--- config.mk ---
export PLATFORM = sky130hd
export DESIGN_NAME = draw_cmd_scheduler_flat
export DESIGN_NICKNAME = d
export VERILOG_FILES = /design/src/rtl/draw_cmd_scheduler_pkg.sv /design/src/rtl/draw_cmd_scheduler_if.sv /design/src/rtl/draw_cmd_scheduler_fifo.sv /design/src/rtl/draw_cmd_scheduler.sv /design/src/flat_wrapper.sv
export SDC_FILE = /design/constraint.sdc
export NUM_CORES = 1
export LEC_CHECK = 0
export CORE_MARGIN = 2
export CORE_UTILIZATION = 29
export DETAILED_ROUTE_END_ITERATION = 10
export PLACE_DENSITY = 0.57
export REMOVE_ABC_BUFFERS = 1
export SLEW_MARGIN = 20
export SYNTH_ARGS = -nofsm -noshare
export SYNTH_HDL_FRONTEND = slang
export SYNTH_SLANG_ARGS = --single-unit
--- constraint.sdc ---
create_clock -name clk -period 2.8 [get_ports clk]
set_input_delay 0.28 -clock clk [delete_from_list [all_inputs] [get_ports clk]]
set_output_delay 0.28 -clock clk [all_outputs]
set_load 0.02 [all_outputs]
--- src/rtl/draw_cmd_scheduler_pkg.sv ---
// Shared definitions for the draw command scheduler: pixel geometry, engine mode
// encodings, scheduler state encoding and the command normalisation helper.
package draw_cmd_scheduler_pkg;

  localparam int unsigned PIXEL_X_WIDTH  = 10;
  localparam int unsigned PIXEL_Y_WIDTH  = 9;
  localparam int unsigned PIXEL_X_MAX    = 639;
  localparam int unsigned PIXEL_Y_MAX    = 479;
  localparam int unsigned COLOR_ID_WIDTH = 8;
  localparam int unsigned TMO_CNT_WIDTH  = 20;

  typedef logic [PIXEL_X_WIDTH-1:0]  px_x_t;
  typedef logic [PIXEL_Y_WIDTH-1:0]  px_y_t;
  typedef logic [COLOR_ID_WIDTH-1:0] color_t;

  localparam px_x_t XMax = px_x_t'(PIXEL_X_MAX);
  localparam px_y_t YMax = px_y_t'(PIXEL_Y_MAX);

  typedef enum logic [1:0] {
    ModeSetP0        = 2'b00,
    ModeSetP1Start   = 2'b01,
    ModeSetBothStart = 2'b10
  } eng_mode_e;

  typedef enum logic {
    StIdle = 1'b0,
    StWait = 1'b1
  } sched_state_e;

  typedef struct packed {
    px_x_t  x0;
    px_y_t  y0;
    px_x_t  x1;
    px_y_t  y1;
    color_t color;
  } draw_cmd_t;

  // Clamp to the visible area, then order corners so x0 <= x1 and y0 <= y1.
  function automatic draw_cmd_t normalize_cmd(input logic clear, input px_x_t x0, input px_x_t x1,
                                              input px_y_t y0, input px_y_t y1,
                                              input color_t color);
    draw_cmd_t c;
    px_x_t     ax, bx;
    px_y_t     ay, by;
    ax = (x0 > XMax) ? XMax : x0;
    bx = (x1 > XMax) ? XMax : x1;
    ay = (y0 > YMax) ? YMax : y0;
    by = (y1 > YMax) ? YMax : y1;
    c.color = color;
    if (clear) begin
      c.x0 = '0;
      c.y0 = '0;
      c.x1 = XMax;
      c.y1 = YMax;
    end else begin
      c.x0 = (ax <= bx) ? ax : bx;
      c.x1 = (ax <= bx) ? bx : ax;
      c.y0 = (ay <= by) ? ay : by;
      c.y1 = (ay <= by) ? by : ay;
    end
    return c;
  endfunction

endpackage

--- src/rtl/draw_cmd_scheduler_if.sv ---
// User-side command handshake into the draw command scheduler.
interface draw_cmd_scheduler_if;
  import draw_cmd_scheduler_pkg::*;

  logic   cmd_vld;
  logic   cmd_rdy;
  logic   cmd_type;
  px_x_t  cmd_x0;
  px_x_t  cmd_x1;
  px_y_t  cmd_y0;
  px_y_t  cmd_y1;
  color_t cmd_color;

  modport master (
    output cmd_vld, cmd_type, cmd_x0, cmd_x1, cmd_y0, cmd_y1, cmd_color,
    input  cmd_rdy
  );

  modport slave (
    input  cmd_vld, cmd_type, cmd_x0, cmd_x1, cmd_y0, cmd_y1, cmd_color,
    output cmd_rdy
  );
endinterface

--- src/rtl/draw_cmd_scheduler_fifo.sv ---
// Synchronous command FIFO with flush; Depth must be a power of two >= 2.
module draw_cmd_scheduler_fifo #(
  parameter int unsigned Width = 8,
  parameter int unsigned Depth = 4
) (
  input  logic                   clk,
  input  logic                   rst,
  input  logic                   push,
  input  logic                   pop,
  input  logic                   flush,
  input  logic [Width-1:0]       wdata,
  output logic [Width-1:0]       rdata,
  output logic                   full,
  output logic                   empty,
  output logic [$clog2(Depth):0] count
);
  localparam int unsigned AddrW = $clog2(Depth);

  logic [Width-1:0] mem_q [Depth];
  logic [AddrW-1:0] wr_ptr_q, rd_ptr_q;
  logic [AddrW:0]   count_q;
  logic             do_push, do_pop;

  assign full    = (count_q == (AddrW + 1)'(Depth));
  assign empty   = (count_q == '0);
  assign count   = count_q;
  assign rdata   = mem_q[rd_ptr_q];
  assign do_push = push && !full && !flush;
  assign do_pop  = pop && !empty && !flush;

  always_ff @(posedge clk or negedge rst) begin
    if (!rst) begin
      wr_ptr_q <= '0;
      rd_ptr_q <= '0;
      count_q  <= '0;
    end else if (flush) begin
      wr_ptr_q <= '0;
      rd_ptr_q <= '0;
      count_q  <= '0;
    end else begin
      if (do_push) wr_ptr_q <= wr_ptr_q + AddrW'(1);
      if (do_pop)  rd_ptr_q <= rd_ptr_q + AddrW'(1);
      unique case ({do_push, do_pop})
        2'b10:   count_q <= count_q + (AddrW + 1)'(1);
        2'b01:   count_q <= count_q - (AddrW + 1)'(1);
        default: count_q <= count_q;
      endcase
    end
  end

  always_ff @(posedge clk) begin
    if (do_push) mem_q[wr_ptr_q] <= wdata;
  end
endmodule

--- src/rtl/draw_cmd_scheduler.sv ---
// Queues normalised fill/clear commands and hands them to the fill engine one at a
// time, waiting for the engine's done pulse (or a timeout) between commands.
module draw_cmd_scheduler
  import draw_cmd_scheduler_pkg::*;
#(
  parameter int unsigned FIFO_DEPTH     = 4,
  parameter int unsigned TIMEOUT_CYCLES = 310000
) (
  input  logic                        clk,
  input  logic                        rst,
  draw_cmd_scheduler_if.slave         cmd,
  input  logic                        flush,
  input  logic                        err_clr,
  output px_x_t                       eng_x0,
  output px_x_t                       eng_x1,
  output px_y_t                       eng_y0,
  output px_y_t                       eng_y1,
  output logic [1:0]                  eng_mode,
  output color_t                      eng_data,
  output logic                        eng_vld,
  input  logic                        eng_done,
  output logic                        cmd_done,
  output logic                        busy,
  output logic [$clog2(FIFO_DEPTH):0] fifo_count,
  output logic                        err_timeout
);
  localparam logic [TMO_CNT_WIDTH-1:0] TimeoutLast = TMO_CNT_WIDTH'(TIMEOUT_CYCLES - 1);

  sched_state_e             state_q, state_d;
  draw_cmd_t                norm_cmd, fifo_rdata, eng_q;
  logic                     fifo_full, fifo_empty, push;
  logic                     issue, complete, expire;
  logic                     eng_vld_q, cmd_done_q, err_q;
  logic [TMO_CNT_WIDTH-1:0] tmo_cnt_q;

  // Held low during reset so every output except the constant mode reads zero.
  assign cmd.cmd_rdy = rst & ~fifo_full;
  assign push        = cmd.cmd_vld & cmd.cmd_rdy;
  assign norm_cmd    = normalize_cmd(cmd.cmd_type, cmd.cmd_x0, cmd.cmd_x1, cmd.cmd_y0,
                                     cmd.cmd_y1, cmd.cmd_color);

  draw_cmd_scheduler_fifo #(
    .Width ($bits(draw_cmd_t)),
    .Depth (FIFO_DEPTH)
  ) u_fifo (
    .clk   (clk),
    .rst   (rst),
    .push  (push),
    .pop   (issue),
    .flush (flush),
    .wdata (norm_cmd),
    .rdata (fifo_rdata),
    .full  (fifo_full),
    .empty (fifo_empty),
    .count (fifo_count)
  );

  always_ff @(posedge clk or negedge rst) begin
    if (!rst) state_q <= StIdle;
    else      state_q <= state_d;
  end

  always_comb begin
    state_d = state_q;
    unique case (state_q)
      StIdle:  if (!fifo_empty && !flush) state_d = StWait;
      StWait:  if (eng_done || tmo_cnt_q == TimeoutLast) state_d = StIdle;
      default: state_d = StIdle;
    endcase
  end

  // A flush in IDLE drops the head too, so it also blocks the issue.
  always_comb begin
    issue    = 1'b0;
    complete = 1'b0;
    expire   = 1'b0;
    unique case (state_q)
      StIdle: issue = !fifo_empty && !flush;
      StWait: begin
        complete = eng_done;
        expire   = !eng_done && (tmo_cnt_q == TimeoutLast);
      end
      default: ;
    endcase
  end

  always_ff @(posedge clk or negedge rst) begin
    if (!rst) begin
      eng_q      <= '0;
      eng_vld_q  <= 1'b0;
      cmd_done_q <= 1'b0;
      err_q      <= 1'b0;
      tmo_cnt_q  <= '0;
    end else begin
      eng_vld_q  <= issue;
      cmd_done_q <= complete;
      if (issue) eng_q <= fifo_rdata;
      if (expire)       err_q <= 1'b1;
      else if (err_clr) err_q <= 1'b0;
      if (issue) begin
        tmo_cnt_q <= '0;
      end else if (state_q == StWait && tmo_cnt_q != '1) begin
        tmo_cnt_q <= tmo_cnt_q + TMO_CNT_WIDTH'(1);
      end
    end
  end

  assign eng_x0      = eng_q.x0;
  assign eng_y0      = eng_q.y0;
  assign eng_x1      = eng_q.x1;
  assign eng_y1      = eng_q.y1;
  assign eng_data    = eng_q.color;
  assign eng_mode    = ModeSetBothStart;
  assign eng_vld     = eng_vld_q;
  assign cmd_done    = cmd_done_q;
  assign err_timeout = err_q;
  assign busy        = (state_q != StIdle) || !fifo_empty;
endmodule

--- src/flat_wrapper.sv ---
// flat-port wrapper written by rule: the top's interface ports become plain ports
module draw_cmd_scheduler_flat import draw_cmd_scheduler_pkg::*;
#(
  parameter int unsigned FIFO_DEPTH     = 4,
  parameter int unsigned TIMEOUT_CYCLES = 310000
)
  (clk, rst, flush, err_clr, eng_x0, eng_x1, eng_y0, eng_y1, eng_mode, eng_data, eng_vld, eng_done, cmd_done, busy, fifo_count, err_timeout, cmd_cmd_vld, cmd_cmd_type, cmd_cmd_x0, cmd_cmd_x1, cmd_cmd_y0, cmd_cmd_y1, cmd_cmd_color, cmd_cmd_rdy);
  draw_cmd_scheduler_if cmd_i ();
  input  logic clk;
  input  logic rst;
  input  logic flush;
  input  logic err_clr;
  output px_x_t eng_x0;
  output px_x_t eng_x1;
  output px_y_t eng_y0;
  output px_y_t eng_y1;
  output logic [1:0] eng_mode;
  output color_t eng_data;
  output logic eng_vld;
  input  logic eng_done;
  output logic cmd_done;
  output logic busy;
  output logic [$clog2(FIFO_DEPTH):0] fifo_count;
  output logic err_timeout;
  input wire logic [$bits(cmd_i.cmd_vld)-1:0] cmd_cmd_vld;
  input wire logic [$bits(cmd_i.cmd_type)-1:0] cmd_cmd_type;
  input wire logic [$bits(cmd_i.cmd_x0)-1:0] cmd_cmd_x0;
  input wire logic [$bits(cmd_i.cmd_x1)-1:0] cmd_cmd_x1;
  input wire logic [$bits(cmd_i.cmd_y0)-1:0] cmd_cmd_y0;
  input wire logic [$bits(cmd_i.cmd_y1)-1:0] cmd_cmd_y1;
  input wire logic [$bits(cmd_i.cmd_color)-1:0] cmd_cmd_color;
  output wire logic [$bits(cmd_i.cmd_rdy)-1:0] cmd_cmd_rdy;
  assign cmd_i.cmd_vld = cmd_cmd_vld;
  assign cmd_i.cmd_type = cmd_cmd_type;
  assign cmd_i.cmd_x0 = cmd_cmd_x0;
  assign cmd_i.cmd_x1 = cmd_cmd_x1;
  assign cmd_i.cmd_y0 = cmd_cmd_y0;
  assign cmd_i.cmd_y1 = cmd_cmd_y1;
  assign cmd_i.cmd_color = cmd_cmd_color;
  assign cmd_cmd_rdy = cmd_i.cmd_rdy;
  draw_cmd_scheduler #(.FIFO_DEPTH(FIFO_DEPTH), .TIMEOUT_CYCLES(TIMEOUT_CYCLES)) u_core (.clk(clk), .rst(rst), .cmd(cmd_i), .flush(flush), .err_clr(err_clr), .eng_x0(eng_x0), .eng_x1(eng_x1), .eng_y0(eng_y0), .eng_y1(eng_y1), .eng_mode(eng_mode), .eng_data(eng_data), .eng_vld(eng_vld), .eng_done(eng_done), .cmd_done(cmd_done), .busy(busy), .fifo_count(fifo_count), .err_timeout(err_timeout));
endmodule
==> impl_metrics.toml, run 1 <==
[clock_tree]
cts_tree = "yes"
root_buffer = "clkbuf_16"
postCtsSetupBuffers = 0
path_clk_slew_ns = 0.06
cts.path.max_buffers = 3
cts-htree-levels = 1
clock_sinks = 261
insertion_delay_ns = 0.55
cts_buffers = 28

[logic_synthesis]
ys_async_sr_fraction = 0.2950
netlist_instances = 908
yosysTopAreaCell = "edfxtp_1"
synth_seq_cells = 261
synth.area.top_cells = "edfxtp_1 (47%), dfrtp_1 (16%), mux4_2 (8.8%)"
ys_top_cells_by_count = "edfxtp_1 (184), nand2_1 (172), dfrtp_1 (77)"
synth-edff-count = 184
ys.flop_type = "edfxtp_1"
netlist_area_mm2 = 0.01177
yosysMostFrequentCell = "edfxtp_1"
synth.distinct_cells = 60
yosysSeqAreaShare = 0.6332
avgSynthCellArea_um2 = 12.96
yosysTopAreaCellShare = 0.4695
yosys_warnings = 0

[layout]
drive_above_1_share = 0.2304
n_antenna_cell = 0
fillers = 3811
nets = 1192
fin_util = 0.3848
fin_area_mm2 = 0.01536
area_delta_synth_final_pct = 30.50

[floorplanning]
row_count = 73
die_w_um = 205.5
dieArea_mm2 = 0.04221
core_mm2 = 0.03991
io_pins = 109
initial_utilization = 0.2948
die_h_um = 205.5

[route]
antenna_left = 0
drt_pass1_iterations = 5
wl_met3_um = 1370
wire_per_inst_um = 17.48
wl_met1_um = 13560
vias_per_cell = 4.785
vias = 7953
drtIter0Drc = 578
wl_met2_um = 13700
dr.max_layer_used = "met4"
drcViolationCount = 0
routed_wl_um = 29060

[grt]
grt_max_degree = 44
antenna_found_initial = 2
grt_usage = 0.1395
grt_pass1_vias = 8132
grt_pass1_wl_um = 45810
overflow = 0

[sta]
layout_worst_path_cycle_share = 0.9281
fin_skew_ns = 0.009603
slew_headroom = 0.4232
hold_viol_final = 0
fin_crit_ns = 2.599
worstMarginPinSlew_ns = 0.8620
slew_viol_final = 0
fin_setup_tns_ns = 0
setup_viol = 0
maxClockFrequency_mhz = 384.8
rsz0062_at_grt = "false"
hold_ws_ns = 0.07556

[hold_path]
min_path_type = "primary input to asynchronous set/reset pin"

[setup_path]
crit_type = "primary input to flip-flop"
end_kind = "flip-flop"
path_max_fanout = 5
required_ns = 3.07
worstPathArrival_ns = 2.87
startpoint_type = "primary input"

[placed_design]
place_congestion = 0.8035
numPortBuffers = 106
dpl.hpwl_um = 19430
dpl_cell_area_mm2 = 0.01431

[power_and_ir_drop]
power_leakage_nw = 5.794
power.density_mw_per_mm2 = 791.8
peakVddDrop_v = 0.0004122

[status]
outcome = "finished clean"

[job]
maxCapViolCount = 0
==> power by group <==
part	leakage (nW)	internal [mW]	switching, mW	total [mW]
sequential	2.65	4.64	0.374	5.02
combinational	2.72	1.67	1.86	3.53
clock	0.427	2.07	1.55	3.61
==> final timing paths <==
| check | startpoint | endpoint | slack, ns | cells after the start |
|---|---|---|---|---|
| hold reg to reg | u_core.eng_data[5] | u_core.eng_data[5] | 0.47 | 2 |
| setup / recovery | cmd_cmd_x0[8] | u_core.u_fifo.mem_q[1][40] | 0.20 | 12 |
| hold / removal | rst | u_core.u_fifo.count[0] | 0.08 | 2 |
| max in group asynchronous | rst | u_core.u_fifo.rd_ptr_q[0] | 1.29 | 4 |
| min in group clk | eng_done | u_core.cmd_done | 0.33 | 3 |
| setup reg to reg | u_core.tmo_cnt_q[0] | u_core.tmo_cnt_q[6] | 0.67 | 7 |
==> layout by cell type (no fill, tap or decap), types with 11 or more instances in the layout <==
cell | netlist | routed
buf_4 | 5 | 117
mux4_2 | 46 | 46
dfrtp_1 | 77 | 75
nand2_1 | 172 | 172
inv_1 | 31 | 30
ha_1 | 23 | 23
nand3_1 | 47 | 47
edfxtp_1 | 184 | 184
clkdlybuf4s50_1 | 0 | 105
clkbuf_16 | 0 | 29
nor3_1 | 32 | 32
o21ai_0 | 20 | 19
xor2_1 | 11 | 11
nor2_1 | 53 | 49
==> through the flow <==
step           std cells  total power [mW]  setup WS [ns]
2_1_floorplan        853             6.913        -0.2966
3_3_place_gp        1609             8.638        -0.5104
3_5_place_dp        1609             8.667        -0.6468
4_1_cts             1662             12.35        0.01276
5_1_grt             1662             12.86        0.01439
6_report            1662             12.16         0.2015
==> per-layer routing <==
metal | vias to the layer above | global-route usage
met1 | 3993 | 0.1906
met2 | 154 | 0.2330
met5 | - | 0
met4 | 0 | 0.02852
met3 | 36 | 0.02471
li1 | 3770 | -
==> sequential cells by signal, summed over array words and instances, names as in the netlist <==
signal / flops
u_core.eng_x1: 10
u_core.eng_data: 8
u_core.cmd_done: 1
u_core.eng_y0: 9
u_core.u_fifo.count: 3
u_core.eng_x0: 10
u_core.tmo_cnt_q: 20
u_core.u_fifo.wr_ptr_q: 2
u_core.eng_vld: 1
u_core.u_fifo.rd_ptr_q: 2
u_core.u_fifo.mem_q: 184
u_core.err_timeout: 1
u_core.state_q: 1
u_core.eng_y1: 9
==> area by class of cell <==
class                      instances  area [um^2]  share of cell area
clock inverter                    21        165.2             0.01075
inverter                          31        116.4            0.007576
clock buffer                      31        733.2             0.04774
tap                              525        656.9             0.04277
sequential                       261         7457              0.4855
multi-input combinational        561         4110              0.2676
timing repair buffer             232         2120              0.1380
==> what timing repair did <==
| item | 4_1_cts | 5_1_grt |
|---|---|---|
| pin swaps | 0 | 1 |
| setup endpoints to repair | 32 | 122 |
| hold buffers | 1 | 0 |
| resized for setup | 8 | 27 |
| endpoints found under the hold margin | 35 | 0 |
==> cells by family (layout without fill, tap and decap cells) <==
family,Yosys count,count (layout),share of synthesized area
AND/OR/NAND/NOR,353,353,0.1333
flip-flops,261,261,0.6332
adder cells (fa/ha/maj),24,24,0.02615
other,2,2,0.0006381
multiplexers,54,54,0.09483
buffers and inverters,86,315,0.03019
AO/OA/AOI/OAI,108,108,0.06677
XOR/XNOR,20,20,0.01488
==> critical path, cell delays in order <==
cell and delay [ns]:
clkdlybuf4s50_1 0.42, o21a_2 0.28, nor2_1 0.14, inv_1 0.06
ha_1 0.28, and2_1 0.14, nand2_1 0.09, o41ai_2 0.32
or3_1 0.20, nand2_2 0.13, buf_4 0.18, o311a_1 0.35
No activity file was read; power rests on OpenSTA's default activity.
==> inputs of run 2 (changes only) <==
--- a/config.mk
+++ b/config.mk
@@ -8,9 +8,10 @@
 export CORE_MARGIN = 2
 export CORE_UTILIZATION = 29
 export DETAILED_ROUTE_END_ITERATION = 10
+export HOLD_SLACK_MARGIN = 0.02
 export PLACE_DENSITY = 0.57
 export REMOVE_ABC_BUFFERS = 1
-export SLEW_MARGIN = 20
+export SLEW_MARGIN = 10
 export SYNTH_ARGS = -nofsm -noshare
 export SYNTH_HDL_FRONTEND = slang
 export SYNTH_SLANG_ARGS = --single-unit
==> results of run 2 <==
The final DEF is identical to that of run 1; final timing and power are the same.
==> inputs of run 3 (changes only) <==
--- a/config.mk
+++ b/config.mk
@@ -6,11 +6,12 @@
 export NUM_CORES = 1
 export LEC_CHECK = 0
 export CORE_MARGIN = 2
-export CORE_UTILIZATION = 29
+export CORE_UTILIZATION = 58
 export DETAILED_ROUTE_END_ITERATION = 10
 export HOLD_SLACK_MARGIN = 0.02
-export PLACE_DENSITY = 0.57
+export PLACE_DENSITY = 0.91
 export REMOVE_ABC_BUFFERS = 1
+export SKIP_CTS_REPAIR_TIMING = 1
 export SLEW_MARGIN = 10
 export SYNTH_ARGS = -nofsm -noshare
 export SYNTH_HDL_FRONTEND = slang
==> run 3 against run 2 <==
Register-to-register slack got worse by 0.13 ns. Largest cell class unchanged. Worst hold slack better by 0.11 ns. Global-route usage rose by 13 points.
==> impl_metrics.toml, run 3 (synthesis results as in run 1) <==
[clock_tree]
cts-htree-levels = 1
cts_buffers = 27
insertion_delay_ns = 0.55
cts_tree = "yes"
path_clk_slew_ns = 0.06
cts.path.max_buffers = 3
root_buffer = "clkbuf_16"
clock_sinks = 261

[grt]
grt.met2_usage = 0.4590
overflow = 0
grt_usage = 0.2735
antenna_found_initial = 0
grt_pass1_vias = 8669
grt_pass1_wl_um = 45840
grt_max_degree = 58
grt_use_met1 = 0.3694
globalRouteMet3Util = 0.04219
top_usage_layer = "met2"

[sta]
worstMarginPinSlew_ns = 0.7822
setup_viol = 0
maxClockFrequency_mhz = 367.3
slew_headroom = 0.4785
fin_skew_ns = 0.01226
layout_worst_path_cycle_share = 0.9723
fin_crit_ns = 2.722
rsz0062_at_grt = "true"
hold_ws_ns = 0.1848
hold_viol_final = 0
slew_viol_final = 0
layout_setup_ws_ns = 0.07759

[setup_path]
cp_cell_sequence = "clkdlybuf4s50_1, o21a_2, nor2_1, inv_1, ha_1, a21o_1, a21o_1, a21o_1, or3_1, nand2_2, buf_6, mux2i_1, buf_4"
slowest_delay_ns = 0.42
worstPathArrival_ns = 3.13
required_ns = 3.21
path_max_fanout = 6
crit_top_cell = "a21o_1"
startpoint_type = "primary input"
crit_type = "primary input to flip-flop"
cpMaxStageDelayCell = "clkdlybuf4s50_1"
end_kind = "flip-flop"

[placed_design]
place_congestion = 0.9099
dp_cells = 1342
post-place-ws_ns = -0.6415
dpl.hpwl_um = 18800
numPortBuffers = 106

[layout]
final_cell_mix = "edfxtp_1 (184), nand2_1 (171), clkdlybuf4s50_1 (104), buf_4 (104), dfrtp_1 (75)"
largest_register_ffs = 184
final_common_cell = "edfxtp_1"
n_antenna_cell = 0
drive_above_1_share = 0.2240
fillers = 1206
nets = 1181
reg_top3 = "u_core.u_fifo.mem_q: 184 flops, u_core.tmo_cnt_q: 20 flops"
area_delta_synth_final_pct = 27.50
instances_no_fill = 1395
top_register = "u_core.u_fifo.mem_q"

[route]
wire_per_inst_um = 20.76
drcViolationCount = 0
routed_wl_um = 28960
drtIter0Drc = 869
drt_pass1_iterations = 6
vias_per_cell = 6.041
antenna_left = 0
vias = 8427

[power_and_ir_drop]
p_sw_frac = 0.3095
power.density_mw_per_mm2 = 818.4
p_comb_frac = 0.289
pwr-share-seq = 0.410
clock_power_share = 0.300
power_switching_mw = 3.801
power_leakage_nw = 5.785
internal-power_mw = 8.479
peakVddDrop_v = 0.0007243

[status]
outcome = "finished clean"

[job]
maxCapViolCount = 0

[floorplanning]
dieArea_mm2 = 0.02145
die_w_um = 146.4
core_mm2 = 0.02010
initial_utilization = 0.5854
row_count = 52
io_pins = 109
die_h_um = 146.4

[hold_path]
min_path_type = "primary input to asynchronous set/reset pin"
==> run 3: cell types whose count changed in the layout (fill, tap and decap cells not counted), sizes merged <==
cell and delta:
clkinvlp -1, bufinv +2, dlymetal6s2s +1, clkdlybuf4s50 -1, clkinv -3, buf -10
==> run 3: metrics by stage <==
step / setup TNS [ns] / total power [mW] / area, um^2 / util
6_report: 0 / 12.28 / 15010 / 0.7464
3_3_place_gp: -51.82 / 8.437 / 13920 / 0.6926
3_5_place_dp: -63.94 / 8.553 / 13920 / 0.6926
4_1_cts: -1.562 / 12.29 / 14840 / 0.7381
5_1_grt: -0.6602 / 12.79 / 15010 / 0.7464
2_1_floorplan: -21.24 / 6.913 / 11530 / -
==> run 3: critical path: cells and delay by family <==
kind | cells | cell delay [ns]
mux | 1 | 0.27
simple gates | 3 | 0.74
compound gates | 4 | 0.81
buf+inv | 4 | 0.84
fa+ha+maj | 1 | 0.19
==> run 3: path summary, 6_finish.rpt <==
kind / endpoint / slack [ns] / from / cells after the start
min in group clk: u_core.cmd_done / 0.33 / eng_done / 3
max in group asynchronous: u_core.u_fifo.rd_ptr_q[0] / 1.50 / rst / 3
max: u_core.u_fifo.mem_q[1][25] / 0.08 / cmd_cmd_x0[8] / 13
min reg2reg: u_core.eng_x0[8] / 0.47 / u_core.eng_x0[8] / 2
max reg2reg: u_core.u_fifo.count[2] / 0.54 / u_core.u_fifo.count[0] / 8
min: u_core.eng_x0[8] / 0.18 / rst / 2
==> run 3: layer usage <==
metal | share of wire | wire length, um
met1 | 0.40 | 11710
met2 | 0.49 | 14310
met5 | 0 | 0
met3 | 0.075 | 2178
met4 | 0.026 | 762
==> run 3: final cells by class <==
cell class,count,area [um^2],share of cell area
multi-input cells,561,4104,0.2735
flip-flops and latches,261,7457,0.4970
repair buffers,222,2076,0.1383
well taps,270,337.8,0.02251
inverters,31,116.4,0.007755
clock buffers,31,700.7,0.04669
clock inverters,19,214.0,0.01426
==> run 3: power by group through the flow <==
stage	clock, mW	sequential (mW)	combinational [mW]
floorplan	0	5.50	1.42
global placement	0	5.09	3.35
detailed placement	0	5.11	3.45
CTS	3.72	5.05	3.53
global route	3.86	5.10	3.83
finish	3.69	5.04	3.55
